<file path="config.mk">
export PLATFORM = sky130hd
export DESIGN_NAME = except_ctrl
export DESIGN_NICKNAME = d
export VERILOG_FILES = /design/src/rtl/except_pkg.sv /design/src/rtl/int_sync.sv /design/src/rtl/except_ctrl.sv
export SDC_FILE = /design/constraint.sdc
export NUM_CORES = 1
export LEC_CHECK = 0
export ABC_AREA = 1
export CAP_MARGIN = 10
export CORE_AREA = 8 8 145 147
export CTS_CLUSTER_SIZE = 28
export DETAILED_ROUTE_END_ITERATION = 10
export DIE_AREA = 0 0 153 155
export HOLD_SLACK_MARGIN = 0.02
export SLEW_MARGIN = 20
export SYNTH_ARGS = -nofsm -noshare
export SYNTH_HDL_FRONTEND = slang
export SYNTH_HIERARCHICAL = 1
export SYNTH_SLANG_ARGS = --single-unit
</file>
<file path="constraint.sdc">
create_clock -name clk -period 2.7 [get_ports clk]
set_input_delay 0.54 -clock clk [delete_from_list [all_inputs] [get_ports clk]]
set_output_delay 0.54 -clock clk [all_outputs]
set_load 0.02 [all_outputs]
</file>
<file path="src/rtl/except_pkg.sv">
// Shared constants for the commit-point exception controller and cp0_reg.
package except_pkg;

    // Exception codes driven on except_type_o.
    localparam logic [31:0] EXC_NONE   = 32'h0000_0000;
    localparam logic [31:0] EXC_INT    = 32'h0000_0001;
    localparam logic [31:0] EXC_ADEL_D = 32'h0000_0004;
    localparam logic [31:0] EXC_ADES   = 32'h0000_0005;
    localparam logic [31:0] EXC_SYS    = 32'h0000_0008;
    localparam logic [31:0] EXC_BRK    = 32'h0000_0009;
    localparam logic [31:0] EXC_RI     = 32'h0000_000a;
    localparam logic [31:0] EXC_OV     = 32'h0000_000c;
    localparam logic [31:0] EXC_TRAP   = 32'h0000_000d;
    localparam logic [31:0] EXC_ERET   = 32'h0000_000e;
    localparam logic [31:0] EXC_ADEL_F = 32'h0000_000f;

    // Bit positions inside exc_flags_i.
    localparam int unsigned FLG_ADEL_F = 0;
    localparam int unsigned FLG_RI     = 1;
    localparam int unsigned FLG_SYS    = 2;
    localparam int unsigned FLG_BRK    = 3;
    localparam int unsigned FLG_OV     = 4;
    localparam int unsigned FLG_TRAP   = 5;
    localparam int unsigned FLG_ADEL_D = 6;
    localparam int unsigned FLG_ADES   = 7;
    localparam int unsigned FLG_ERET   = 8;

    // CP0 register addresses.
    localparam logic [4:0] CP0_STATUS = 5'd12;
    localparam logic [4:0] CP0_CAUSE  = 5'd13;
    localparam logic [4:0] CP0_EPC    = 5'd14;

    typedef enum logic {
        ST_IDLE,
        ST_FLUSH
    } exc_state_e;

endpackage

</file>
<file path="src/rtl/int_sync.sv">
// Multi-stage synchroniser for the external interrupt lines.
module int_sync #(
    parameter int unsigned SYNC_STAGES = 2
) (
    input  logic       clk,
    input  logic       rst,
    input  logic [5:0] int_i,
    output logic [5:0] int_o
);

    logic [5:0] sync_q [SYNC_STAGES];

    // Shift the raw lines through SYNC_STAGES flops.
    always_ff @(posedge clk or posedge rst) begin
        if (rst) begin
            for (int unsigned i = 0; i < SYNC_STAGES; i++) begin
                sync_q[i] <= '0;
            end
        end else begin
            sync_q[0] <= int_i;
            for (int unsigned i = 1; i < SYNC_STAGES; i++) begin
                sync_q[i] <= sync_q[i-1];
            end
        end
    end

    assign int_o = sync_q[SYNC_STAGES-1];

endmodule

</file>
<file path="src/rtl/except_ctrl.sv">
// Commit-point exception controller: prioritises MEM exceptions, forwards
// WB CP0 writes, and holds a flush window after each accepted exception.
module except_ctrl
    import except_pkg::*;
#(
    parameter int unsigned FLUSH_CYCLES = 1,
    parameter int unsigned SYNC_STAGES  = 2
) (
    input  logic        clk,
    input  logic        rst,
    input  logic [5:0]  int_i,
    input  logic        timer_int_i,
    output logic [5:0]  int_o,
    input  logic        mem_valid_i,
    input  logic [31:0] mem_pc_i,
    input  logic        mem_delayslot_i,
    input  logic [31:0] mem_addr_i,
    input  logic [8:0]  exc_flags_i,
    input  logic [31:0] cp0_status_i,
    input  logic [31:0] cp0_cause_i,
    input  logic [31:0] cp0_epc_i,
    input  logic [31:0] cp0_vector_i,
    input  logic        wb_cp0_we_i,
    input  logic [4:0]  wb_cp0_waddr_i,
    input  logic [31:0] wb_cp0_data_i,
    output logic [31:0] except_type_o,
    output logic [31:0] pc_o,
    output logic        delayslot_o,
    output logic [31:0] mem_addr_o,
    output logic        flush_o,
    output logic [31:0] new_pc_o
);

    localparam int unsigned CW = (FLUSH_CYCLES > 1) ? $clog2(FLUSH_CYCLES + 1) : 1;

    exc_state_e    state_q, state_d;
    logic [CW-1:0] cnt_q, cnt_d;
    logic [5:0]    sync_int;
    logic [31:0]   status_eff, cause_eff, epc_eff;
    logic          irq;
    logic [31:0]   code;
    logic [31:0]   exc_type_d, new_pc_d;
    logic          flush_d;
    logic          unused_bits;

    int_sync #(
        .SYNC_STAGES (SYNC_STAGES)
    ) u_int_sync (
        .clk   (clk),
        .rst   (rst),
        .int_i (int_i),
        .int_o (sync_int)
    );

    // Timer bypasses the synchroniser; gated so reset forces all lines low.
    assign int_o = {sync_int[5] | (timer_int_i & ~rst), sync_int[4:0]};

    assign pc_o        = mem_pc_i;
    assign delayslot_o = mem_delayslot_i;
    assign mem_addr_o  = mem_addr_i;

    // Forward the in-flight WB CP0 write into the effective CP0 view.
    always_comb begin
        status_eff = cp0_status_i;
        cause_eff  = cp0_cause_i;
        epc_eff    = cp0_epc_i;
        if (wb_cp0_we_i) begin
            unique case (wb_cp0_waddr_i)
                CP0_STATUS: begin
                    status_eff[22]   = wb_cp0_data_i[22];
                    status_eff[15:8] = wb_cp0_data_i[15:8];
                    status_eff[1:0]  = wb_cp0_data_i[1:0];
                end
                CP0_CAUSE: begin
                    cause_eff[23:22] = wb_cp0_data_i[23:22];
                    cause_eff[9:8]   = wb_cp0_data_i[9:8];
                end
                CP0_EPC: epc_eff = wb_cp0_data_i;
                default: ;
            endcase
        end
    end

    assign irq = status_eff[0] & ~status_eff[1] & (|(cause_eff[15:8] & status_eff[15:8]));
    assign unused_bits = ^{status_eff, cause_eff};

    // Priority encode the MEM-stage exception sources.
    always_comb begin
        code = EXC_NONE;
        if (mem_valid_i) begin
            if      (irq)                     code = EXC_INT;
            else if (exc_flags_i[FLG_ADEL_F]) code = EXC_ADEL_F;
            else if (exc_flags_i[FLG_RI])     code = EXC_RI;
            else if (exc_flags_i[FLG_SYS])    code = EXC_SYS;
            else if (exc_flags_i[FLG_BRK])    code = EXC_BRK;
            else if (exc_flags_i[FLG_OV])     code = EXC_OV;
            else if (exc_flags_i[FLG_TRAP])   code = EXC_TRAP;
            else if (exc_flags_i[FLG_ADEL_D]) code = EXC_ADEL_D;
            else if (exc_flags_i[FLG_ADES])   code = EXC_ADES;
            else if (exc_flags_i[FLG_ERET])   code = EXC_ERET;
        end
    end

    // Next-state and output logic of the accept/flush FSM.
    always_comb begin
        state_d    = state_q;
        cnt_d      = cnt_q;
        exc_type_d = '0;
        flush_d    = 1'b0;
        new_pc_d   = '0;
        unique case (state_q)
            ST_IDLE: begin
                exc_type_d = code;
                if (code != EXC_NONE) begin
                    flush_d  = 1'b1;
                    new_pc_d = (code == EXC_ERET) ? epc_eff : cp0_vector_i;
                    if (FLUSH_CYCLES > 0) begin
                        state_d = ST_FLUSH;
                        cnt_d   = CW'(FLUSH_CYCLES);
                    end
                end
            end
            ST_FLUSH: begin
                flush_d = 1'b1;
                cnt_d   = cnt_q - 1'b1;
                if (cnt_q <= 1) begin
                    state_d = ST_IDLE;
                end
            end
            default: state_d = ST_IDLE;
        endcase
    end

    // Outputs are combinational, so reset must mask them explicitly.
    assign except_type_o = rst ? '0 : exc_type_d;
    assign flush_o       = rst ? 1'b0 : flush_d;
    assign new_pc_o      = rst ? '0 : new_pc_d;

    // State and flush-window counter registers.
    always_ff @(posedge clk or posedge rst) begin
        if (rst) begin
            state_q <= ST_IDLE;
            cnt_q   <= '0;
        end else begin
            state_q <= state_d;
            cnt_q   <= cnt_d;
        end
    end

endmodule

</file>
==> metrics.cfg, run 1 <==
[run_status]
outcome = finished, violations left
violations = negative setup slack

[logic_synthesis]
yosys.area.top_type = buf_4
ys_top_cells_by_area = buf_4 (30%), dfrtp_1 (13%), mux2_2 (10%)
ys_types = 25
synthArstFlopShare_pct = 100.0
synth_top_area_share_pct = 29.86
netlist_instances = 377
synth_area_per_cell_um2 = 6.601
ys_seq_area_share_pct = 13.07
netlist_area_um2 = 2489
yosys_warnings = 6
synthFlopType = dfrtp_1
synth-edff-count = 0
ys_ff_latch = 13

[setup_path]
arrival_ps = 2510
cp_max_fo = 6
r2r-start = state_q$_DFF_PP0_
crit_path_start = wb_cp0_data_i[12]
end_kind = primary output
r2r_cells = 1
worstReg2RegEnd = state_q$_DFF_PP0_
worstPathRequired_ps = 2160
crit_type = in -> out
rrSetupSlack_ps = 2120
worstSetupStartpointType = input port

[placement]
place_ws_ps = -1207
placedCellCount = 751
place.gp.congestion = 0.7426
placed_cell_area_um2 = 4324
dp_hpwl_um = 10650
io_buffers = 181

[final_layout]
finalNonFillerCells = 763
utilization_pct = 26.83
layout_commonest_cell = clkdlybuf4s50_1
finalInstanceArea_um2 = 5085
final_cell_mix = clkdlybuf4s50_1 (133), buf_4 (39), buf_6 (35)
antennaDiodeCount = 0
drive_gt1_share_pct = 44.19
areaGrowthSynthToFinish_pct = 104.3
fin_nets = 776

[sta]
fin_ws_ps = -345.2
setup_viol = 34
finalHoldViolations = 0
rsz0062_at_grt = yes
fin_hold_ws_ps = 342.2
slew_viol_final = 0
fin_crit_ps = 3045
fmax_mhz = 328.4
layout_worst_path_cycle_share_pct = 112.8
fin_skew_ps = 0.1248
fin_setup_tns_ps = -9310

[die]
die-area_um2 = 23720
row_count = 51
die_w_um = 153
initial_core_util_pct = 13.13
die_h_um = 155
coreArea_um2 = 18950
pin_count = 386

[global_routing]
grt_util_all_layers_pct = 9.974
grt_max_degree = 22
grt_overflow = 0
globalRouteMet1Util_pct = 9.623
use_met2_pct = 18.23
top_usage_layer = met2
grt_first_pass_wirelength_um = 18360
grt_util_met3_pct = 4.438
grt_pass1_vias = 3278
antenna_found_initial = 0

[cts]
clk_pin_slew_ps = 40
clock_sink_count = 13
clk_latency_ps = 240
cts_buffer_depth = 2
htreeDepth = 1
ctsHoldBuffers = 0
root_buffer = clkbuf_16
cts_tree = built
cts_buffers = 3

[power_and_ir_drop]
irDropWorstVdd_uv = 371.9
p_leak_nw = 2.140
total_power_mw = 1.253
p_per_area_nw_per_um2 = 246.4

[hold_path]
holdPathStages = 0
hold_path_end = u_int_sync/int_o[0]$_DFF_PP0_
hold_path.class = reg -> reg
hold_path.startpoint = u_int_sync/sync_q[6]$_DFF_PP0_

[drt]
drc = 0
first_iter_violations = 53
wl_per_cell_um = 16.74
firstDrtPassIters = 4
wirelength_um = 12780
routed_via_density = 3.823
vias = 2917
final_antenna_net_count = 0

[run]
cap_violations = 0

-- Yosys cell counts (2+ instances only) --
| master | number |
|---|---|
| a21oi_1 | 26 |
| a21oi_2 | 10 |
| buf_2 | 12 |
| buf_4 | 99 |
| clkbuf_1 | 4 |
| dfrtp_1 | 13 |
| inv_1 | 30 |
| mux2_2 | 23 |
| nand2_1 | 63 |
| nand2_2 | 6 |
| nand2_4 | 2 |
| nand3_1 | 51 |
| nand4_1 | 2 |
| nor2_1 | 14 |
| nor2_4 | 3 |
| o21ai_0 | 9 |
| o21ai_1 | 2 |
-- repair_timing --
action | in CTS | in global routing
pin swaps | 24 | 25
hold endpoints to repair | 0 | 0
gates resized for setup | 280 | 95
setup buffers | 4 | 1
setup endpoints to repair | 37 | 37
gates cloned | 1 | 2
-- area by class of cell --
| cell class | instances | area [um2] |
|---|---|---|
| fillers | 2037 | 13870 |
| repair buffers | 232 | 2385 |
| multi-input cells | 245 | 1879 |
| flip-flops and latches | 13 | 325.3 |
| well taps | 238 | 297.8 |
| inverters | 31 | 118.9 |
| clock buffers | 4 | 78.83 |
-- worst max-delay path, cell delays in order --
cell and delay (ps):
clkdlybuf4s50_1 470, inv_2 60, nand3_4 70, nand3_2 70, nand2_1 60, nor2_1 40
nand2_1 90, nand2_2 100, nand2_2 120, nor2_4 50, buf_12 140, nand2_8 140
buf_12 160, nand2_4 60, a21oi_4 180, buf_6 140
-- cells by family after synthesis --
kind of cell / Yosys count / share of synthesized area, %
multiplexers: 23 / 10.41
AO/OA/AOI/OAI: 50 / 11.87
other: 1 / 0.1507
buffers and inverters: 146 / 37.56
flip-flops: 13 / 13.07
AND/OR/NAND/NOR: 144 / 26.95
-- power breakdown --
part           switching (mW)  internal (mW)  total (mW)
Clock                  0.0761          0.199       0.275
Combinational           0.361          0.406       0.767
Sequential            0.00438          0.207       0.212
-- per-layer routing --
layer  share of wire, %  wire length [um]  up-vias
met4                3.6               457        0
li1                   -                 -     1392
met1                 34              4339     1327
met3                 11              1352       43
met2                 52              6626      155
met5                  0                 0        -
-- flip-flops by register name (all words and copies together), names as in the netlist --
signal and flops:
u_int_sync/int_o 6, state_q 1, u_int_sync/sync_q 6
-- how the worst max path moves through the flow --
stage | endpoint | depth (start not counted)
detailed placement | new_pc_o[0] | 18
global placement | new_pc_o[0] | 18
global route | new_pc_o[25] | 19
floorplan | new_pc_o[11] | 14
CTS | new_pc_o[24] | 19
finish | new_pc_o[0] | 16
Note: power is estimated with default switching activity, not from simulation.
==> inputs of run 2 (changes only) <==
--- a/config.mk
+++ b/config.mk
@@ -11,9 +11,11 @@
 export CTS_CLUSTER_SIZE = 28
 export DETAILED_ROUTE_END_ITERATION = 10
 export DIE_AREA = 0 0 153 155
+export GPL_ROUTABILITY_DRIVEN = 0
 export HOLD_SLACK_MARGIN = 0.02
 export SLEW_MARGIN = 20
 export SYNTH_ARGS = -nofsm -noshare
 export SYNTH_HDL_FRONTEND = slang
 export SYNTH_HIERARCHICAL = 1
 export SYNTH_SLANG_ARGS = --single-unit
+export TNS_END_PERCENT = 50
==> run 2 against run 1 <==
Compared with the run above:
- the flow still finishes with violations (negative setup slack)
- sequential power about the same
- non-clock buffer count unchanged
- combinational power down 2%
- highest routed layer unchanged
- core utilization down 0.50 points
- via count down 1.4%
- global-route usage down 0.094 points
- flip-flop and latch count unchanged
- worst setup slack better by 2.2 ps
- sequential share of layout area up 0.12 points
- count of clock-buffer cells in the layout unchanged
- register-to-register slack about the same
==> metrics.cfg, run 2 (synthesis results as in run 1) <==
[power_and_ir_drop]
irDropWorstVdd_uv = 371.4  ; -0.13%
power_frac_clock_pct = 22.2  ; +0.3 points
swShare_pct = 34.86  ; -0.33 points
internal-power_uw = 804.8  ; -0.88%
combPwrFrac_pct = 60.6  ; -0.6 points
p_sw_uw = 430.8  ; -2.3%
total_power_mw = 1.236  ; -1.4%
power.share.sequential_pct = 17.1  ; +0.2 points
p_per_area_nw_per_um2 = 247.6  ; +0.46%
p_leak_nw = 2.117  ; -1.1%

[cts]
cts_buffer_depth = 2  ; unchanged
clk_latency_ps = 240  ; about the same
ctsHoldBuffers = 0  ; unchanged
cts_tree = built
root_buffer = clkbuf_16
htreeDepth = 1  ; unchanged
cts_buffers = 3  ; unchanged
clock_sink_count = 13  ; unchanged
clk_pin_slew_ps = 40  ; about the same

[sta]
rsz0062_at_grt = yes
fin_ws_ps = -343.0  ; +2.238 ps
fmax_mhz = 328.6  ; about the same
layout_worst_path_cycle_share_pct = 112.7  ; about the same
setup_viol = 34  ; unchanged
fin_crit_ps = 3043  ; -2.238 ps
fin_skew_ps = 0.1418  ; +0.01699 ps
finalHoldViolations = 0  ; unchanged
slew_viol_final = 0  ; unchanged

[global_routing]
grt_pass1_vias = 3252  ; -0.79%
grt_first_pass_wirelength_um = 18200  ; -0.90%
grt_max_degree = 22  ; unchanged
antenna_found_initial = 0  ; unchanged
grt_util_all_layers_pct = 9.880  ; -0.094 points
grt_overflow = 0  ; unchanged

[placement]
place_ws_ps = -1207  ; unchanged
dp_hpwl_um = 10650  ; unchanged
io_buffers = 181  ; unchanged

[final_layout]
final_cell_mix = clkdlybuf4s50_1 (134), buf_4 (41), a21oi_2 (32), buf_6 (32)
fin_nets = 776  ; unchanged
fillers = 2055  ; +0.88%
antennaDiodeCount = 0  ; unchanged
multi_input_area_um2 = 1792  ; -4.7%
seqCellArea_um2 = 325.3  ; unchanged
layout_commonest_cell = clkdlybuf4s50_1
drive_gt1_share_pct = 43.81  ; -0.38 points
areaGrowthSynthToFinish_pct = 100.6

[drt]
drc = 0  ; unchanged
first_iter_violations = 57  ; +7.5%
wirelength_um = 12530  ; -2.0%
wl_per_cell_um = 16.42  ; -2.0%
vias = 2876  ; -1.4%
routed_via_density = 3.769  ; -1.4%
final_antenna_net_count = 0  ; unchanged
firstDrtPassIters = 3  ; -1

[run]
cap_violations = 0  ; unchanged

[setup_path]
crit_family = buffers and inverters
worstPathRequired_ps = 2160  ; about the same
path_buf_inv = 5  ; unchanged
end_kind = primary output
arrival_ps = 2500  ; about the same
slowest_stage = clkdlybuf4s50_1
slowest_delay_ps = 470  ; about the same
path_cells = clkdlybuf4s50_1, inv_2, nand3_4, nand3_2, nand2_1, nor2_1, nand2_1, nand2_2, nand2_2, nor2_4, buf_12, nand2_8, buf_12, nand2_4, a21oi_4, buf_6
worstSetupStartpointType = input port
cp_max_fo = 6  ; unchanged
crit_type = in -> out

[die]
die_h_um = 155  ; unchanged
pin_count = 386  ; unchanged
die-area_um2 = 23720  ; unchanged
die_w_um = 153  ; unchanged
initial_core_util_pct = 13.13  ; unchanged
coreArea_um2 = 18950  ; unchanged
row_count = 51  ; unchanged

[run_status]
violations = negative setup slack
outcome = finished, violations left

[hold_path]
hold_path.class = reg -> reg

[run 2: cell count changes in the layout (fill, tap and decap cells not counted), sizes merged]
cell	delta
buf	-2
clkbuf	+1
clkdlybuf4s15	+1
clkdlybuf4s50	+1
dlygate4sd2	-1
[run 2: power groups by stage]
stage | registers, mW | logic, mW | clock network [mW]
floorplan | 0.213 | 0.427 | 0
global placement | 0.214 | 0.660 | 0
detailed placement | 0.214 | 0.660 | 0
CTS | 0.212 | 0.692 | 0.282
global route | 0.213 | 0.804 | 0.290
finish | 0.212 | 0.749 | 0.275
[run 2: cell type report]
cell class,count,share of cell area [%]
inverters,31,2.382
repair buffers,232,47.66
flip-flops and latches,13,6.518
well taps,238,5.966
clock buffers,4,1.579
multi-input cells,245,35.90
[run 2: per-layer routing]
metal | share of wire [%] | global-route usage, % | vias up
met5 | 0 | 0 | -
met4 | 3.4 | 4.524 | 0
met3 | 11 | 4.494 | 43
met2 | 51 | 17.87 | 153
met1 | 35 | 9.540 | 1288
li1 | - | - | 1392
[run 2: per-stage QoR]
| stage | TNS, ps | utilization [%] | cell area [um2] | cells | hold slack (ps) |
|---|---|---|---|---|---|
| floorplan | 0 | - | 2590 | 404 | 283.0 |
| global placement | -38650 | 22.82 | 4324 | 751 | 334.8 |
| detailed placement | -38430 | 22.82 | 4324 | 751 | 335.8 |
| CTS | -8756 | 24.41 | 4627 | 760 | 345.6 |
| global route | -14310 | 26.34 | 4991 | 763 | 350.8 |
| finish | -9296 | 26.34 | 4991 | 763 | 342.2 |
[run 2: repair_timing]
item / CTS / global route
endpoints found under the setup margin: 37 / 37
resized for setup: 262 / 88
setup buffers: 4 / 1
gates cloned: 1 / 2
pin swaps: 18 / 20
[run 2: path summary, 6_finish.rpt]
kind	startpoint	to	slack, ps	cells after the start
max reg2reg	state_q$_DFF_PP0_	state_q$_DFF_PP0_	2130	1
max	wb_cp0_data_i[12]	new_pc_o[0]	-340	16
max in group asynchronous	rst	u_int_sync/sync_q[10]$_DFF_PP0_	1710	2
min reg2reg	u_int_sync/sync_q[6]$_DFF_PP0_	u_int_sync/int_o[0]$_DFF_PP0_	340	0
min in group asynchronous	rst	state_q$_DFF_PP0_	530	2
min	u_int_sync/sync_q[6]$_DFF_PP0_	u_int_sync/int_o[0]$_DFF_PP0_	340	0
